`src/rtl/vga_timing_pkg.sv`:
```
// Shared 640x480@60 timing defaults, scan FSM encoding and a window-compare helper
// for the VGA scan path.
package vga_timing_pkg;

   localparam int H_ACTIVE_DEF = 640;
   localparam int H_FP_DEF     = 16;
   localparam int H_SYNC_DEF   = 96;
   localparam int H_BP_DEF     = 48;
   localparam int V_ACTIVE_DEF = 480;
   localparam int V_FP_DEF     = 10;
   localparam int V_SYNC_DEF   = 2;
   localparam int V_BP_DEF     = 33;
   localparam int CLK_DIV_DEF  = 4;

   localparam int H_TOTAL_DEF = H_ACTIVE_DEF + H_FP_DEF + H_SYNC_DEF + H_BP_DEF;
   localparam int V_TOTAL_DEF = V_ACTIVE_DEF + V_FP_DEF + V_SYNC_DEF + V_BP_DEF;

   typedef enum logic [1:0] {
      ST_IDLE  = 2'd0,
      ST_ALIGN = 2'd1,
      ST_SCAN  = 2'd2,
      ST_DRAIN = 2'd3
   } scan_state_t;

   // Half-open window lo <= pos < hi on an unsigned 10-bit position.
   function automatic logic in_window(input logic [9:0] pos,
                                      input logic [9:0] lo,
                                      input logic [9:0] hi);
      return (pos >= lo) && (pos < hi);
   endfunction

endpackage

```
`src/rtl/vga_phase_decode.sv`:
```
// Maps one scan coordinate onto its active and sync phases; used once for the
// horizontal axis and once for the vertical axis.
module vga_phase_decode
   import vga_timing_pkg::*;
#(
   parameter int ACTIVE = H_ACTIVE_DEF,
   parameter int FP     = H_FP_DEF,
   parameter int SYNC   = H_SYNC_DEF
)(
   input  logic [9:0] pos,
   output logic       active,
   output logic       sync_region
);

   localparam logic [9:0] ACTIVE_END = 10'(ACTIVE);
   localparam logic [9:0] SYNC_START = 10'(ACTIVE + FP);
   localparam logic [9:0] SYNC_END   = 10'(ACTIVE + FP + SYNC);

   assign active      = (pos < ACTIVE_END);
   assign sync_region = in_window(pos, SYNC_START, SYNC_END);

endmodule

```
`src/rtl/vga_scan_sequencer.sv`:
```
// VGA scan controller: pixel-rate divider, horizontal counter, run/stop FSM that
// steps an external vertical counter, registered sync/video decode and desync flag.
module vga_scan_sequencer
   import vga_timing_pkg::*;
#(
   parameter int   H_ACTIVE = H_ACTIVE_DEF,
   parameter int   H_FP     = H_FP_DEF,
   parameter int   H_SYNC   = H_SYNC_DEF,
   parameter int   H_BP     = H_BP_DEF,
   parameter int   V_ACTIVE = V_ACTIVE_DEF,
   parameter int   V_FP     = V_FP_DEF,
   parameter int   V_SYNC   = V_SYNC_DEF,
   parameter int   V_BP     = V_BP_DEF,
   parameter int   CLK_DIV  = CLK_DIV_DEF,
   parameter logic SYNC_POL = 1'b0
)(
   input  logic       clk,
   input  logic       reset_n,
   input  logic       run,
   input  logic [9:0] v_pixel_y,
   input  logic       v_done_y,
   output logic       v_enable,
   output logic       pixel_tick,
   output logic [9:0] pixel_x,
   output logic [9:0] pixel_y,
   output logic       hsync,
   output logic       vsync,
   output logic       video_on,
   output logic       frame_start,
   output logic       err_desync
);

   localparam int H_TOTAL = H_ACTIVE + H_FP + H_SYNC + H_BP;
   localparam int V_TOTAL = V_ACTIVE + V_FP + V_SYNC + V_BP;
   localparam int DIV_W   = $clog2(CLK_DIV);

   localparam logic [9:0]       H_LAST   = 10'(H_TOTAL - 1);
   localparam logic [9:0]       V_LAST   = 10'(V_TOTAL - 1);
   localparam logic [9:0]       V_LIMIT  = 10'(V_TOTAL);
   localparam logic [DIV_W-1:0] DIV_LAST = DIV_W'(CLK_DIV - 1);

   scan_state_t      state, state_next;
   logic [DIV_W-1:0] div_cnt;
   logic             scanning, line_end, y_mismatch;
   logic             h_active, h_sync, v_active, v_sync;

   assign scanning   = (state == ST_SCAN) || (state == ST_DRAIN);
   assign pixel_tick = scanning && (div_cnt == DIV_LAST);
   assign line_end   = pixel_tick && (pixel_x == H_LAST);
   assign y_mismatch = (v_done_y != (v_pixel_y == V_LAST)) || (v_pixel_y >= V_LIMIT);

   always_ff @(posedge clk or negedge reset_n) begin
      if (!reset_n) state <= ST_IDLE;
      else          state <= state_next;
   end

   // ALIGN steps the vertical counter every clk so it wraps to 0 as SCAN begins;
   // DRAIN only leaves on the line that carries the vertical wrap.
   always_comb begin
      state_next = state;
      v_enable   = 1'b0;
      case (state)
         ST_IDLE: begin
            if (run) state_next = (v_pixel_y == 10'd0) ? ST_SCAN : ST_ALIGN;
         end
         ST_ALIGN: begin
            v_enable = 1'b1;
            if (v_done_y) state_next = ST_SCAN;
         end
         ST_SCAN: begin
            v_enable = line_end;
            if (!run) state_next = ST_DRAIN;
         end
         ST_DRAIN: begin
            v_enable = line_end;
            if (run)                       state_next = ST_SCAN;
            else if (line_end && v_done_y) state_next = ST_IDLE;
         end
         default: state_next = ST_IDLE;
      endcase
   end

   always_ff @(posedge clk or negedge reset_n) begin
      if (!reset_n)                  div_cnt <= '0;
      else if (!scanning)            div_cnt <= '0;
      else if (div_cnt == DIV_LAST)  div_cnt <= '0;
      else                           div_cnt <= div_cnt + 1'b1;
   end

   always_ff @(posedge clk or negedge reset_n) begin
      if (!reset_n)        pixel_x <= '0;
      else if (!scanning)  pixel_x <= '0;
      else if (pixel_tick) pixel_x <= (pixel_x == H_LAST) ? 10'd0 : pixel_x + 10'd1;
   end

   vga_phase_decode #(.ACTIVE(H_ACTIVE), .FP(H_FP), .SYNC(H_SYNC)) u_h_decode (
      .pos         (pixel_x),
      .active      (h_active),
      .sync_region (h_sync)
   );

   vga_phase_decode #(.ACTIVE(V_ACTIVE), .FP(V_FP), .SYNC(V_SYNC)) u_v_decode (
      .pos         (v_pixel_y),
      .active      (v_active),
      .sync_region (v_sync)
   );

   // The external counter already moves on the same edge as pixel_x, so the
   // decode uses v_pixel_y directly and every decoded output lags by one clk.
   always_ff @(posedge clk or negedge reset_n) begin
      if (!reset_n) begin
         pixel_y     <= '0;
         hsync       <= ~SYNC_POL;
         vsync       <= ~SYNC_POL;
         video_on    <= 1'b0;
         frame_start <= 1'b0;
         err_desync  <= 1'b0;
      end else begin
         pixel_y     <= v_pixel_y;
         hsync       <= (scanning && h_sync) ? SYNC_POL : ~SYNC_POL;
         vsync       <= (scanning && v_sync) ? SYNC_POL : ~SYNC_POL;
         video_on    <= scanning && h_active && v_active;
         frame_start <= pixel_tick && (pixel_x == 10'd0) && (v_pixel_y == 10'd0);
         if (pixel_tick && y_mismatch) err_desync <= 1'b1;
      end
   end

endmodule

```
`config.mk`:
```
export PLATFORM = sky130hd
export DESIGN_NAME = vga_scan_sequencer
export DESIGN_NICKNAME = d
export VERILOG_FILES = /design/src/rtl/vga_timing_pkg.sv /design/src/rtl/vga_phase_decode.sv /design/src/rtl/vga_scan_sequencer.sv
export SDC_FILE = /design/constraint.sdc
export NUM_CORES = 1
export LEC_CHECK = 0
export ABC_CLOCK_PERIOD_IN_PS = 3900
export CORE_MARGIN = 10
export CORE_UTILIZATION = 49
export DETAILED_ROUTE_END_ITERATION = 16
export PLACE_DENSITY_LB_ADDON = 0.15
export SLEW_MARGIN = 10
export SYNTH_ARGS = -nofsm -noshare
export SYNTH_HDL_FRONTEND = slang
export SYNTH_SLANG_ARGS = --single-unit
export TNS_END_PERCENT = 100
```
`constraint.sdc`:
```
create_clock -name clk -period 3.9 [get_ports clk]
set_input_delay 0.78 -clock clk [delete_from_list [all_inputs] [get_ports clk]]
set_output_delay 0.78 -clock clk [all_outputs]
set_load 0.02 [all_outputs]
```
==> run metrics <==
Post-Syn Area 1330 um^2; Net Count, Synth 130; worst skew pair latency around 0.33 ns; clock-pin slew of the registers on the worst-case setup and hold paths 0.10 ns; vias in the first global route 1055; power share of the clock group 0.369; DPL Wire Length 2.54 mm; area leader, netlist dfrtp_1; Max stage delay on crit path 0.63 ns; Worst setup SP type flip-flop; worst hold path class reg -> reg; CP top delay family buffers and inverters; Mapped Avg Cell Area roughly 12 um^2; Comb pwr share 0.090; top-level I/O count 41; Die Span Y 72.1 um; synth top area cells dfrtp_1 51%, dfstp_2 3.9%, ha_1 2.8%, xnor2_1 2.6%, and2_1 2.3%; IR drop worst, VDD 250 uV; Final Wtd Congestion approximately 0.83; P_sw 0.135 mW; worst-path fanout max 7; Seq pwr share 0.541; clock buffer depth 2; Initial Util 0.523; CP Data Arrival Time 2.33 ns; Worst Setup SP pixel_x[1]; Syn Inst Count about 110; dpl ws 1.20 ns; Pwr per Cell Area 312 nW/um^2; P&R area growth vs syn 37.6%; nets 176; RSZ-0062 raised after global routing no; Synth cell types 42; Final Hold Fails 0; EDFF count, synth 0; critical path cell sequence ha_1, and4_1, nand4_1, o21ai_0, clkdlybuf4s50_1; Sw Share 0.235; hold_buf cts 0; sequential area share after synthesis 0.547; largest net degree at the start of global routing 30; internal power 0.437 mW; Hold Crit Depth 1; IO buf count 40; Total Neg Setup Slack 0 ns; Die ar. between 5000 and 6000 um^2; number of diodes 0; period utilisation layout 0.796; H-Tree Depth 2; Std-Cell Core Area ~2500 um^2; Most used DFF post-synth dfrtp_1; final WL 3.47 mm; CP required 3.12 ns; Syn. warnings 0; leak pwr 0.752 nW; drt drc 0; max frequency 0.322 GHz; total congestion overflow 0; hold path start div_cnt[0]; r2r startpoint pixel_x[1]; Resized cells post-CTS 0; Setup CP Type reg -> out; root buffer cell clkbuf_4; Slew headroom 0.705; crit end category output pin; status finished clean; number of setup buffers added after CTS 0; worst setup margin 0.794 ns; Reg2Reg Depth 5; top cell type's share of synthesized area 0.508; DR iter-0 viols 72; FF+latch count, synth 29; CTS tree yes; TritonCTS buffer count 5; first-pass GRT wire length 5.55 mm; number of max-cap violations 0; Worst Clk Skew 0.00826 ns; Final setup viols 0; Detail Route Antenna Nets 0; final worst path period need around 3.1 ns; initial antenna violation count 0; Crit-path slowest cell clkdlybuf4s50_1; Die Wd 72.1 um; share of post-route cells with drive strength above 1 0.113; Async SR Flop Fraction 1.00; Slew Limit Fails 0; vias per inst 5.71; worst slew pin tran 0.442 ns; DR vias 1085; drt pass-1 iters 5; critical path depth 5; Global Route Usage Sum 0.133; Worst Path Buf+Inv 1; WL/cell 18.3 um; Rows 18; CTS sink cnt 29
==> stage by stage <==
| step | total power, mW | utilization | std cells | hold slack [ns] | area, um^2 |
|---|---|---|---|---|---|
| after floorplan | 0.328 | - | 113 | 0.409 | 1330 |
| after global placement | 0.365 | 0.692 | 182 | 0.420 | 1760 |
| after detailed placement | 0.367 | 0.692 | 182 | 0.427 | 1760 |
| after CTS | 0.575 | 0.720 | 190 | 0.442 | 1830 |
| after global routing | 0.595 | 0.720 | 190 | 0.477 | 1830 |
| final | 0.571 | 0.720 | 190 | 0.446 | 1830 |
==> logic make-up (layout without fill, tap and decap cells) <==
kind of cell | Yosys count | count (layout) | share of synthesized area
AO/OA/AOI/OAI | 19 | 19 | 0.0996
XOR/XNOR | 4 | 4 | 0.0263
adder cells (fa/ha/maj) | 3 | 3 | 0.0282
buffers and inverters | 6 | 53 | 0.0225
flip-flops | 29 | 29 | 0.547
multiplexers | 1 | 1 | 0.00846
AND/OR/NAND/NOR | 51 | 51 | 0.268
==> final cells by class <==
class / instances / area (um^2)
clock buffers: 7 / 65.1
multi-input cells: 78 / 573
inverters: 4 / 15.0
clock inverters: 1 / 5.00
flip-flops and latches: 29 / 728
repair buffers: 41 / 408
fillers: 193 / 713
well taps: 30 / 37.5
==> power groups by stage <==
stage	registers, mW	clock network [mW]	logic [mW]
final	0.309	0.211	0.0514
after global routing	0.310	0.231	0.0547
after CTS	0.309	0.214	0.0521
after detailed placement	0.315	0	0.0518
after global placement	0.315	0	0.0508
after floorplan	0.323	0	0.00520
==> worst paths after layout <==
path / end / slack, ns
min in group asynchronous: pixel_x[9] / 0.82
worst max-delay path: v_enable / 0.79
worst min-delay path: div_cnt[0] / 0.45
worst min register to register: div_cnt[0] / 0.45
worst max register to register: pixel_x[5] / 2.14
max in group asynchronous: vsync / 2.76
==> cell usage in the layout, fill, tap and decap left out, types with 4 or more instances in the layout <==
cell,n
and2_1,5
clkbuf_4,5
clkdlybuf4s50_1,40
dfrtp_1,27
inv_1,4
nand2_1,8
nand3_1,6
nand4_1,4
xnor2_1,4
==> synth_stat cells, types with 3 or more instances <==
cell type / n
dfrtp_1: 27
and2_1: 5
ha_1: 3
nand4_1: 4
inv_1: 4
nand3_1: 6
xnor2_1: 4
and3_1: 3
nand2_1: 8
nor3_1: 3
==> layer usage <==
layer,wire length [um],up-vias,global-route usage
met3,314,5,0.0544
met4,46,0,0.0516
li1,-,512,-
met5,0,-,0
met2,1720,35,0.206
met1,1390,533,0.160
==> flip-flops by register name, summed over array words and instances (netlist names) <==
signal	flops
div_cnt	2
err_desync	1
frame_start	1
hsync	1
pixel_x	10
pixel_y	10
state	2
video_on	1
vsync	1
(Power assumes the default switching activity.)
